File: src/rtl/posit_accum_round_16_es2_pkg.sv
// Constants, per-stage records and the regime placement shifter for the
// es=2 accumulator-to-posit16 rounding pipeline.
package posit_accum_round_16_es2_pkg;

   localparam int FBITS_ACCUM          = 24;
   localparam int POSIT16_ES2_MAXSCALE = 56;
   localparam int CBITS                = 7;   // clamped scale range [-56, 56]
   localparam int KBITS                = 5;
   localparam int MBITS                = 15;
   // Seed {run, stop, e, fraction} plus room for a 14-bit regime shift so no bit is lost.
   localparam int PAD                  = 14;
   localparam int RBITS                = FBITS_ACCUM + 4 + PAD;

   typedef struct packed {
      logic                   sgn;
      logic [KBITS-1:0]       k;
      logic [1:0]             e;
      logic [FBITS_ACCUM-1:0] fraction;
      logic                   sat;
      logic                   inf;
      logic                   zero;
      logic                   trunc;
   } value_accum_prod_cls;

   typedef struct packed {
      logic             sgn;
      logic [MBITS-1:0] mag;
      logic             guard;
      logic             sticky;
      logic             sat;
      logic             inf;
      logic             zero;
      logic             trunc;
   } value_accum_prod_rnd;

   function automatic logic [RBITS-1:0] shift_right(input logic [RBITS-1:0] v,
                                                    input logic [3:0]       amt,
                                                    input logic             fill);
      logic [2*RBITS-1:0] t;
      t = {{RBITS{fill}}, v} >> amt;
      return t[RBITS-1:0];
   endfunction

endpackage

File: src/rtl/posit_accum_round_16_es2_rne.sv
// Combinational round-to-nearest-even increment on a 15-bit posit magnitude,
// saturating so the result stays within [1, 7FFF].
module posit_rne_round_16 (
   input  logic [14:0] mag_i,
   input  logic        inc_i,
   output logic [14:0] mag_o
);

   logic [15:0] sum;

   always_comb begin
      sum = {1'b0, mag_i} + {15'b0, inc_i};
      if (sum[15]) begin
         mag_o = 15'h7FFF;
      end else if (sum[14:0] == 15'h0000) begin
         mag_o = 15'h0001;
      end else begin
         mag_o = sum[14:0];
      end
   end

endmodule

File: src/rtl/posit_accum_round_16_es2.sv
// Encodes a raw accumulator value as a 16-bit es=2 posit with RNE and saturation.
// Three register stages (classify, assemble, round); no backpressure.
module posit_accum_round_16_es2
   import posit_accum_round_16_es2_pkg::*;
#(
   parameter int FBITS = FBITS_ACCUM,
   parameter int SBITS = 9,
   parameter int NBITS = 16
) (
   input  logic                    clk,
   input  logic                    rst,
   input  logic                    in_valid,
   input  logic                    in_sgn,
   input  logic signed [SBITS-1:0] in_scale,
   input  logic [FBITS-1:0]        in_fraction,
   input  logic                    in_inf,
   input  logic                    in_zero,
   input  logic                    in_truncated,
   output logic                    out_valid,
   output logic [NBITS-1:0]        out_posit,
   output logic                    out_inexact
);

   localparam logic signed [SBITS-1:0] SCALE_HI = SBITS'(POSIT16_ES2_MAXSCALE);
   localparam logic signed [SBITS-1:0] SCALE_LO = -SCALE_HI;
   localparam logic signed [CBITS-1:0] CLAMP_HI = CBITS'(POSIT16_ES2_MAXSCALE);
   localparam logic signed [CBITS-1:0] CLAMP_LO = -CLAMP_HI;

   logic                v1_q, v2_q, out_valid_q;
   value_accum_prod_cls s1_d, s1_q;
   value_accum_prod_rnd s2_d, s2_q;
   logic [NBITS-1:0]    posit_d, out_posit_q;
   logic                inexact_d, out_inexact_q;

   logic signed [CBITS-1:0] scale_c;
   logic                    sat_c;
   logic                    fill_c;
   logic [3:0]              amt_c;
   logic [RBITS-1:0]        body_c;
   logic                    rne_inc;
   logic [MBITS-1:0]        mag_rnd;

   always_comb begin
      scale_c = in_scale[CBITS-1:0];
      sat_c   = 1'b0;
      if (in_scale > SCALE_HI) begin
         scale_c = CLAMP_HI;
         sat_c   = 1'b1;
      end else if (in_scale < SCALE_LO) begin
         scale_c = CLAMP_LO;
         sat_c   = 1'b1;
      end
      s1_d.sgn      = in_sgn;
      s1_d.k        = scale_c[CBITS-1:2];
      s1_d.e        = scale_c[1:0];
      s1_d.fraction = in_fraction;
      s1_d.sat      = sat_c;
      s1_d.inf      = in_inf;
      s1_d.zero     = in_zero;
      s1_d.trunc    = in_truncated;
   end

   // Positive k: run of ones shifted in by k; negative k: run of zeros by -k-1 (= ~k).
   always_comb begin
      fill_c      = ~s1_q.k[KBITS-1];
      amt_c       = fill_c ? s1_q.k[3:0] : ~s1_q.k[3:0];
      body_c      = shift_right({fill_c, ~fill_c, s1_q.e, s1_q.fraction, {PAD{1'b0}}},
                                amt_c, fill_c);
      s2_d.sgn    = s1_q.sgn;
      s2_d.mag    = body_c[RBITS-1 -: MBITS];
      s2_d.guard  = body_c[RBITS-1-MBITS];
      s2_d.sticky = |body_c[RBITS-2-MBITS:0];
      s2_d.sat    = s1_q.sat;
      s2_d.inf    = s1_q.inf;
      s2_d.zero   = s1_q.zero;
      s2_d.trunc  = s1_q.trunc;
   end

   assign rne_inc = s2_q.guard & (s2_q.sticky | s2_q.mag[0]);

   posit_rne_round_16 u_rne (
      .mag_i (s2_q.mag),
      .inc_i (rne_inc),
      .mag_o (mag_rnd)
   );

   always_comb begin
      posit_d   = s2_q.sgn ? -{1'b0, mag_rnd} : {1'b0, mag_rnd};
      inexact_d = s2_q.trunc | s2_q.guard | s2_q.sticky | s2_q.sat;
      if (s2_q.inf) begin
         posit_d   = 16'h8000;
         inexact_d = 1'b0;
      end else if (s2_q.zero) begin
         posit_d   = 16'h0000;
         inexact_d = s2_q.trunc;
      end
   end

   always_ff @(posedge clk) begin
      if (rst) begin
         v1_q          <= 1'b0;
         v2_q          <= 1'b0;
         out_valid_q   <= 1'b0;
         s1_q          <= '0;
         s2_q          <= '0;
         out_posit_q   <= '0;
         out_inexact_q <= 1'b0;
      end else begin
         v1_q        <= in_valid;
         v2_q        <= v1_q;
         out_valid_q <= v2_q;
         if (in_valid) s1_q <= s1_d;
         if (v1_q)     s2_q <= s2_d;
         if (v2_q) begin
            out_posit_q   <= posit_d;
            out_inexact_q <= inexact_d;
         end
      end
   end

   assign out_valid   = out_valid_q;
   assign out_posit   = out_posit_q;
   assign out_inexact = out_inexact_q;

endmodule

File: config.mk
export PLATFORM = sky130hd
export DESIGN_NAME = posit_accum_round_16_es2
export DESIGN_NICKNAME = d
export VERILOG_FILES = /design/src/rtl/posit_accum_round_16_es2_pkg.sv /design/src/rtl/posit_accum_round_16_es2_rne.sv /design/src/rtl/posit_accum_round_16_es2.sv
export SDC_FILE = /design/constraint.sdc
export NUM_CORES = 1
export LEC_CHECK = 0
export ABC_AREA = 1
export CAP_MARGIN = 20
export CORE_ASPECT_RATIO = 1.2
export CORE_UTILIZATION = 56
export DETAILED_ROUTE_END_ITERATION = 10
export PLACE_DENSITY = 0.91
export SLEW_MARGIN = 20
export SYNTH_ARGS = -nofsm -noshare
export SYNTH_HDL_FRONTEND = slang
export SYNTH_SLANG_ARGS = --single-unit
export TNS_END_PERCENT = 10
File: constraint.sdc
create_clock -name clk -period 3.6 [get_ports clk]
set_clock_uncertainty 0.15 [all_clocks]
set_input_delay 0.72 -clock clk [delete_from_list [all_inputs] [get_ports clk]]
set_output_delay 0.72 -clock clk [all_outputs]
set_load 0.02 [all_outputs]
==> qor.yml, run 1 <==
status:
  status: "finished, violations left"
  violations: "design-rule violations"
sta:
  fmax_mhz: 308
  final_hold_viol_count: 0
  fin_crit_sh: 0.903
  rsz0062_at_grt: "false"
  setup_tns_ns: 0
  maxSlewViolCount: 0
  period_needed_ns: 3.25
  tightest_slew_ns: 0.911
  final-setup-viol-count: 0
  slew_headroom: 0.392
finish:
  drive_gt1_frac: 0.0753
  layout_common_cells: "nand2_1 (175), o21ai_0 (92), dfxtp_1 (78), nor2_1 (72), inv_1 (68)"
  layout_commonest_cell: "nand2_1"
  area_growth_pct: 17.3
  fin_area_mm2: 0.00533
  diodes: 0
  nets: 795
  n_fill_cell: 633
clocking:
  cts_setup_buffers: 0
  cts_resized: 0
  clk_pin_slew_worst_paths_ns: 0.10
  hold_buffers: 0
  cts_tree: "done"
  numClockSinks: 78
  cts_buffers: 9
  clock_tree.htree_level_count: 3
  cts_buffer_depth: 2
  clkLatencyLatePin_ns: 0.36
  cts_root_buf: "clkbuf_8"
setup_path:
  setup.worst_path.class: "flip-flop to flip-flop"
  crit_arrival_ns: 3.40
  cp-end-kind: "flip-flop"
  critPathMaxFanout: 6
  required_ns: 3.75
  crit_path_max_incr_delay_ns: 0.36
  start_kind: "flip-flop"
  crit_family: "simple AND/OR/NAND/NOR gates"
  critical-path-slowest-cell: "dfxtp_1"
  path_buf_inv: 2
  worstPathCellList: "o21a_1 -> ha_1 -> ha_2 -> nand2_1 -> nor2_4 -> nand3_1 -> xor2_2 -> nor2_1 -> nand3_2 -> nand3_2 -> inv_1 -> ha_1 -> inv_1 -> nor3_2 -> a31oi_2 -> a21oi_2 -> nand2b_1 -> nand3_1 -> a21oi_1"
synth:
  syn-num-nets: 753
  yosysSeqAreaShare: 0.344
  synth_edf_count: 0
  yosys_warnings: 0
  synth_area_per_cell_um2: 6.40
  synth_cells: 710
  synth_flop_cell: "dfxtp_1"
  ys_types: 43
  syn_area_mm2: 0.00455
  synth_seq_cells: 78
  async_flop_share: 0
grt:
  gr-usage-all-layers: 0.281
  antenna_found_initial: 0
  grt_pass1_wl_um: 19400
  grt_pass1_vias: 4604
  grt_max_degree: 56
  grt_overflow: 0
drt:
  drtIter0Drc: 343
  drc: 2
  vias_per_cell: 5.60
  wl_per_cell_um: 13.2
  drt-pass1-iter-count: 8
  vias: 4758
  wl_um: 11200
  detail-route-antenna-nets: 0
floorplanning:
  ioPinCount: 58
  core-area_mm2: 0.00775
  core.rowCount: 35
  fp.dieH_um: 101
  fp.dieW_um: 84.2
  start_util: 0.586
  die-area_mm2: 0.00848
place:
  numPortBuffers: 57
  place_congestion: 0.993
  place_area_mm2: 0.00513
  dp_hpwl_um: 8400
hold_path:
  hold_path.class: "flip-flop to flip-flop"
power:
  cellLeakagePower_nw: 2.20
  p_per_area_mw_per_mm2: 395
  vdd_drop_max_mv: 0.303
flow_run:
  drv_cap: 0
[per-layer routing]
metal | part of all wire | up-vias | GRT usage
met5 | 0 | - | 0
met2 | 0.52 | 157 | 0.525
met1 | 0.41 | 2147 | 0.306
met4 | 0.027 | 0 | 0.134
li1 | - | 2424 | -
met3 | 0.038 | 30 | 0.0508
[report_power, final]
group          internal, mW  total, mW  switching, mW
clock                 0.265      0.631          0.367
sequential            0.915      0.957         0.0423
combinational         0.196      0.519          0.322
total                  1.38       2.11          0.731
[cell type report]
class                      instances  area [um2]  area share
clock buffer                       9         124      0.0232
tap                               92         115      0.0216
multi-input combinational        523        2560       0.480
clock inverter                     7        62.6      0.0117
sequential                        78        1560       0.293
inverter                          75         282      0.0528
timing repair buffer              65         631       0.118
[worst min-delay path, stage by stage (launching register included)]
cell and delay (ns):
dfxtp_1 0.32, nand2_1 0.06, a21oi_1 0.05
[flip-flops by register name (all words and copies together) (netlist names)]
name         flops
v2_q             1
out_valid        1
s2_q            22
out_posit       16
out_inexact      1
s1_q            36
v1_q             1
[kinds of logic after synthesis]
kind of cell,count (synthesis),share of synthesized area
flip-flops,78,0.344
adder cells (fa/ha/maj),3,0.00826
AO/OA/AOI/OAI,190,0.234
multiplexers,1,0.00220
AND/OR/NAND/NOR,326,0.308
XOR/XNOR,3,0.00578
buffers and inverters,109,0.0980
[through the flow]
| stage | hold slack (ns) | util | std cells | setup slack, ns | power (mW) |
|---|---|---|---|---|---|
| after floorplan | 0.288 | - | 710 | 0.624 | 1.34 |
| after global placement | 0.304 | 0.662 | 833 | 0.470 | 1.46 |
| after detailed placement | 0.310 | 0.662 | 833 | 0.298 | 1.48 |
| after CTS | 0.322 | 0.686 | 849 | 0.287 | 2.10 |
| after global routing | 0.334 | 0.688 | 849 | 0.0279 | 2.22 |
| final | 0.324 | 0.688 | 849 | 0.350 | 2.11 |
[cell usage after synthesis (all sizes together) (3+ instances only)]
cell	count	area, um2
nand4	6	37.5
buf	10	73.8
nand2	177	669
nor2	85	367
o211ai	7	52.6
or2	3	18.8
dfxtp	78	1560
o21ai	100	500
ha	3	37.5
a21oi	58	294
clkbuf	24	90.1
inv	74	278
nand3	43	235
o21bai	3	22.5
a31oi	4	31.3
o31ai	4	30.0
a221oi	8	82.6
nor3	8	45.0
[final timing paths]
path,from,to,slack [ns],depth (start not counted)
setup / recovery,s2_q[5],out_posit[10],0.35,19
hold / removal,out_posit[4],out_posit[4],0.32,2
setup reg to reg,s2_q[5],out_posit[10],0.35,19
hold reg to reg,out_posit[4],out_posit[4],0.32,2
No activity file was read; power rests on OpenSTA's default activity.
==> run 2, diff against run 1 <==
--- a/config.mk
+++ b/config.mk
@@ -5,12 +5,12 @@
 export SDC_FILE = /design/constraint.sdc
 export NUM_CORES = 1
 export LEC_CHECK = 0
-export ABC_AREA = 1
 export CAP_MARGIN = 20
 export CORE_ASPECT_RATIO = 1.2
-export CORE_UTILIZATION = 56
+export CORE_UTILIZATION = 57
 export DETAILED_ROUTE_END_ITERATION = 10
 export PLACE_DENSITY = 0.91
+export SETUP_SLACK_MARGIN = 0.15
 export SLEW_MARGIN = 20
 export SYNTH_ARGS = -nofsm -noshare
 export SYNTH_HDL_FRONTEND = slang
==> run 2 against run 1 <==
The flow now finishes without violations. Sequential share of layout area is 2.7 points lower. First-iteration DRC count is 18% lower. Worst hold slack worse by 0.020 ns. Die area is 8.1% higher. Clock power is 3.8% higher. Global-route usage is 0.14 points higher. Cell count is 10% lower. Combinational power is 5.2% higher. Sequential power is 2% higher. Synthesized cell count is 15% lower. Cell area is 10% higher. Largest cell class unchanged.
==> qor.yml, run 2 <==
status:
  status: "finished, final reports clean"  # was finished, violations left
drt:
  wl_met1_um: 4890  # was 4610 um
  wl_per_cell_um: 15.9  # was 13.2 um
  drtIter0Drc: 281  # was 343
  drt-pass1-iter-count: 4  # was 8
  wl_um: 12100  # was 11,200 um
  met3_length_um: 562  # was 427 um
  drc: 0  # was 2
  detail-route-antenna-nets: 0  # unchanged
  top_layer: "met4"  # unchanged
  vias: 4715  # was 4,758
  met2_length_um: 6250  # was 5890 um
  vias_per_cell: 6.18  # was 5.60
finish:
  area_growth_pct: 17.1  # was 17.3%
  layout_commonest_cell: "nor2_1"  # was nand2_1
  drive_gt1_frac: 0.113  # was 0.0753
  nets: 685  # was 795
  regMostFlops: "s1_q"  # unchanged
  fin_cells: 763  # was 849
  diodes: 0  # unchanged
  fin_area_mm2: 0.00587  # was 0.00533 mm2
  n_fill_cell: 645  # was 633
  layout_common_cells: "nor2_1 (90), dfxtp_1 (78), clkdlybuf4s50_1 (55), mux2i_1 (49), nand2_1 (45)"  # was nand2_1 (175), o21ai_0 (92), dfxtp_1 (78), nor2_1 (72), inv_1 (68)
  largest_register_ff_count: 36  # unchanged
  post-route-util: 0.685  # was 0.688
grt:
  antenna_found_initial: 0  # unchanged
  grt_overflow: 0  # unchanged
  grt_pass1_vias: 4408  # was 4,604
  grt_max_degree: 64  # was 56
  grt_pass1_wl_um: 20700  # was 19,400 um
  gr-usage-all-layers: 0.282  # was 0.281
setup_path:
  setup.worst_path.class: "flip-flop to flip-flop"  # unchanged
  start_kind: "flip-flop"  # unchanged
  critical-path-slowest-cell: "dfxtp_1"  # unchanged
  crit_family: "compound AO/OA/AOI/OAI gates"  # was simple AND/OR/NAND/NOR gates
  cp-end-kind: "flip-flop"  # unchanged
  worstPathCellList: "o21a_1 -> ha_2 -> ha_2 -> nand3_4 -> o31a_1 -> a31o_1 -> o21ai_2 -> nor2_1 -> nor3_2 -> ha_2 -> o2111ai_1 -> nand2b_1 -> o31ai_1 -> xor2_1 -> o21ai_1"  # was o21a_1 -> ha_1 -> ha_2 -> nand2_1 -> nor2_4 -> nand3_1 -> xor2_2 -> nor2_1 -> nand3_2 -> nand3_2 -> inv_1 -> ha_1 -> inv_1 -> nor3_2 -> a31oi_2 -> a21oi_2 -> nand2b_1 -> nand3_1 -> a21oi_1
  critPathMaxFanout: 11  # was 6
  required_ns: 3.71  # was 3.75 ns
  cp_common_cell: "ha_2"
  crit_path_max_incr_delay_ns: 0.37  # was 0.36 ns
  crit_arrival_ns: 3.44  # was 3.40 ns
  path_buf_inv: 0  # was 2
synth:
  synth_edf_count: 0  # unchanged
  synth_cells: 602  # was 710
  synth_flop_cell: "dfxtp_1"  # unchanged
  syn-num-nets: 645  # was 753
  ys_types: 75  # was 43
  yosys_warnings: 0  # unchanged
  yosysSeqAreaShare: 0.312  # was 0.344
  synth_area_per_cell_um2: 8.32  # was 6.40 um2
  syn_area_mm2: 0.00501  # was 0.00455 mm2
  synth_common_cells: "nor2_1 (90), dfxtp_1 (78), mux2i_1 (49)"  # was nand2_1 (175), o21ai_0 (92), dfxtp_1 (78)
  synth_top_area_cell: "dfxtp_1"  # unchanged
  yosys-top-cells-area: "dfxtp_1 (31%), mux2i_1 (9.8%), nor2_1 (6.7%)"  # was dfxtp_1 (34%), nand2_1 (14%), o21ai_0 (10%)
  async_flop_share: 0  # unchanged
  synth_seq_cells: 78  # unchanged
  synth_most_common_cell: "nor2_1"  # was nand2_1
  yosysTopAreaCellShare: 0.312  # was 0.344
sta:
  fin_crit_sh: 0.926  # was 0.903
  setup_tns_ns: 0  # unchanged
  final-setup-viol-count: 0  # unchanged
  tightest_slew_ns: 0.749  # was 0.911 ns
  maxSlewViolCount: 0  # unchanged
  finalWorstSetupSlack_ns: 0.266  # was 0.350 ns
  period_needed_ns: 3.33  # was 3.25 ns
  rsz0062_at_grt: "true"  # was false
  final_hold_viol_count: 0  # unchanged
  fmax_mhz: 300  # was 308 MHz
  holdWs_ns: 0.304  # was 0.324 ns
  slew_headroom: 0.497  # was 0.392
place:
  place_congestion: 0.969  # was 0.993
  dp_hpwl_um: 8770  # was 8400 um
  numPortBuffers: 57  # unchanged
  numPlacedInstances: 746  # was 833
  post-place-ws_ns: -0.00362  # was 0.298 ns
  place_area_mm2: 0.00563  # was 0.00513 mm2
power:
  p_per_area_mw_per_mm2: 371  # was 395 mW/mm2
  vdd_drop_max_mv: 0.225  # was 0.303 mV
  cellLeakagePower_nw: 2.17  # was 2.20 nW
  power_mw: 2.18  # was 2.11 mW
clocking:
  cts_root_buf: "clkbuf_8"  # unchanged
  clkLatencyLatePin_ns: 0.37  # was 0.36 ns
  clk_pin_slew_worst_paths_ns: 0.09  # was 0.10 ns
  cts_buffers: 9  # unchanged
  cts_buffer_depth: 2  # unchanged
  hold_buffers: 0  # unchanged
  clock_tree.htree_level_count: 3  # unchanged
  numClockSinks: 78  # unchanged
  cts_tree: "done"  # unchanged
floorplanning:
  die-area_mm2: 0.00917  # was 0.00848 mm2
  fp.dieW_um: 87.6  # was 84.2 um
  ioPinCount: 58  # unchanged
  start_util: 0.585  # was 0.586
  fp.dieH_um: 105  # was 101 um
  core-area_mm2: 0.00856  # was 0.00775 mm2
  core.rowCount: 37  # was 35
flow_run:
  drv_cap: 0  # unchanged
hold_path:
  hold_path.class: "flip-flop to flip-flop"  # unchanged
==> run 2: cell types whose count changed after synthesis, moves of 10 or more <==
cell,change
nand2_1,-130
o21ai_0,-73
inv_1,-55
mux2i_1,+48
a21oi_1,-29
nand3_1,-28
nor3_1,+19
a211oi_1,+16
nor2_1,+16
nor4_1,+12
mux4_2,+11
xnor2_1,+10
==> run 2: where the power goes <==
group / total [mW] / internal [mW] / switching, mW
Combinational: 0.546 / 0.263 / 0.282
Clock: 0.655 / 0.316 / 0.339
Sequential: 0.975 / 0.907 / 0.0683
==> run 2: metal layers <==
metal,vias to the layer above,global-route usage
met5,-,0
met4,0,0.111
met3,45,0.0592
met2,197,0.486
met1,2201,0.336
li1,2272,-
==> run 2: what timing repair did <==
| item | CTS | global route |
|---|---|---|
| pin swaps | 0 | 1 |
| buffers inserted | 0 | 2 |
| endpoints found under the setup margin | 4 | 4 |
| gates resized for setup | 4 | 6 |
| gates cloned | 0 | 0 |
==> run 2: worst paths after layout <==
| kind | from | to | depth (start not counted) | slack [ns] |
|---|---|---|---|---|
| worst max-delay path | s2_q[5] | out_posit[14] | 15 | 0.27 |
| worst min-delay path | out_posit[12] | out_posit[12] | 2 | 0.30 |
| worst max register to register | s2_q[5] | out_posit[14] | 15 | 0.27 |
| worst min register to register | out_posit[12] | out_posit[12] | 2 | 0.30 |
==> run 2: kinds of logic (layout without fill, tap and decap cells) <==
| logic type | Yosys count | in the layout | share of synthesized area |
|---|---|---|---|
| AO/OA/AOI/OAI | 133 | 133 | 0.188 |
| buffers and inverters | 62 | 106 | 0.0544 |
| adder cells (fa/ha/maj) | 12 | 12 | 0.0260 |
| multiplexers | 61 | 61 | 0.150 |
| flip-flops | 78 | 78 | 0.312 |
| XOR/XNOR | 21 | 21 | 0.0449 |
| AND/OR/NAND/NOR | 235 | 235 | 0.226 |
==> run 2: area by class of cell <==
cell class	count	area, um2	area share
multi-input cells	462	3220	0.548
flip-flops and latches	78	1560	0.266
repair buffers	75	696	0.119
well taps	117	146	0.0250
clock buffers	9	124	0.0211
clock inverters	6	62.6	0.0107
inverters	16	60.1	0.0102
==> run 2: worst register-to-register path: cells and delay by family (launching register included) <==
family                     cells  cell delay (ns)
and+or+nand+nor                4             0.61
AOI/OAI and AO/OA              7             1.23
DFF                            1             0.37
adders and majority gates      3             0.70
xor gates and xnor gates       1             0.17
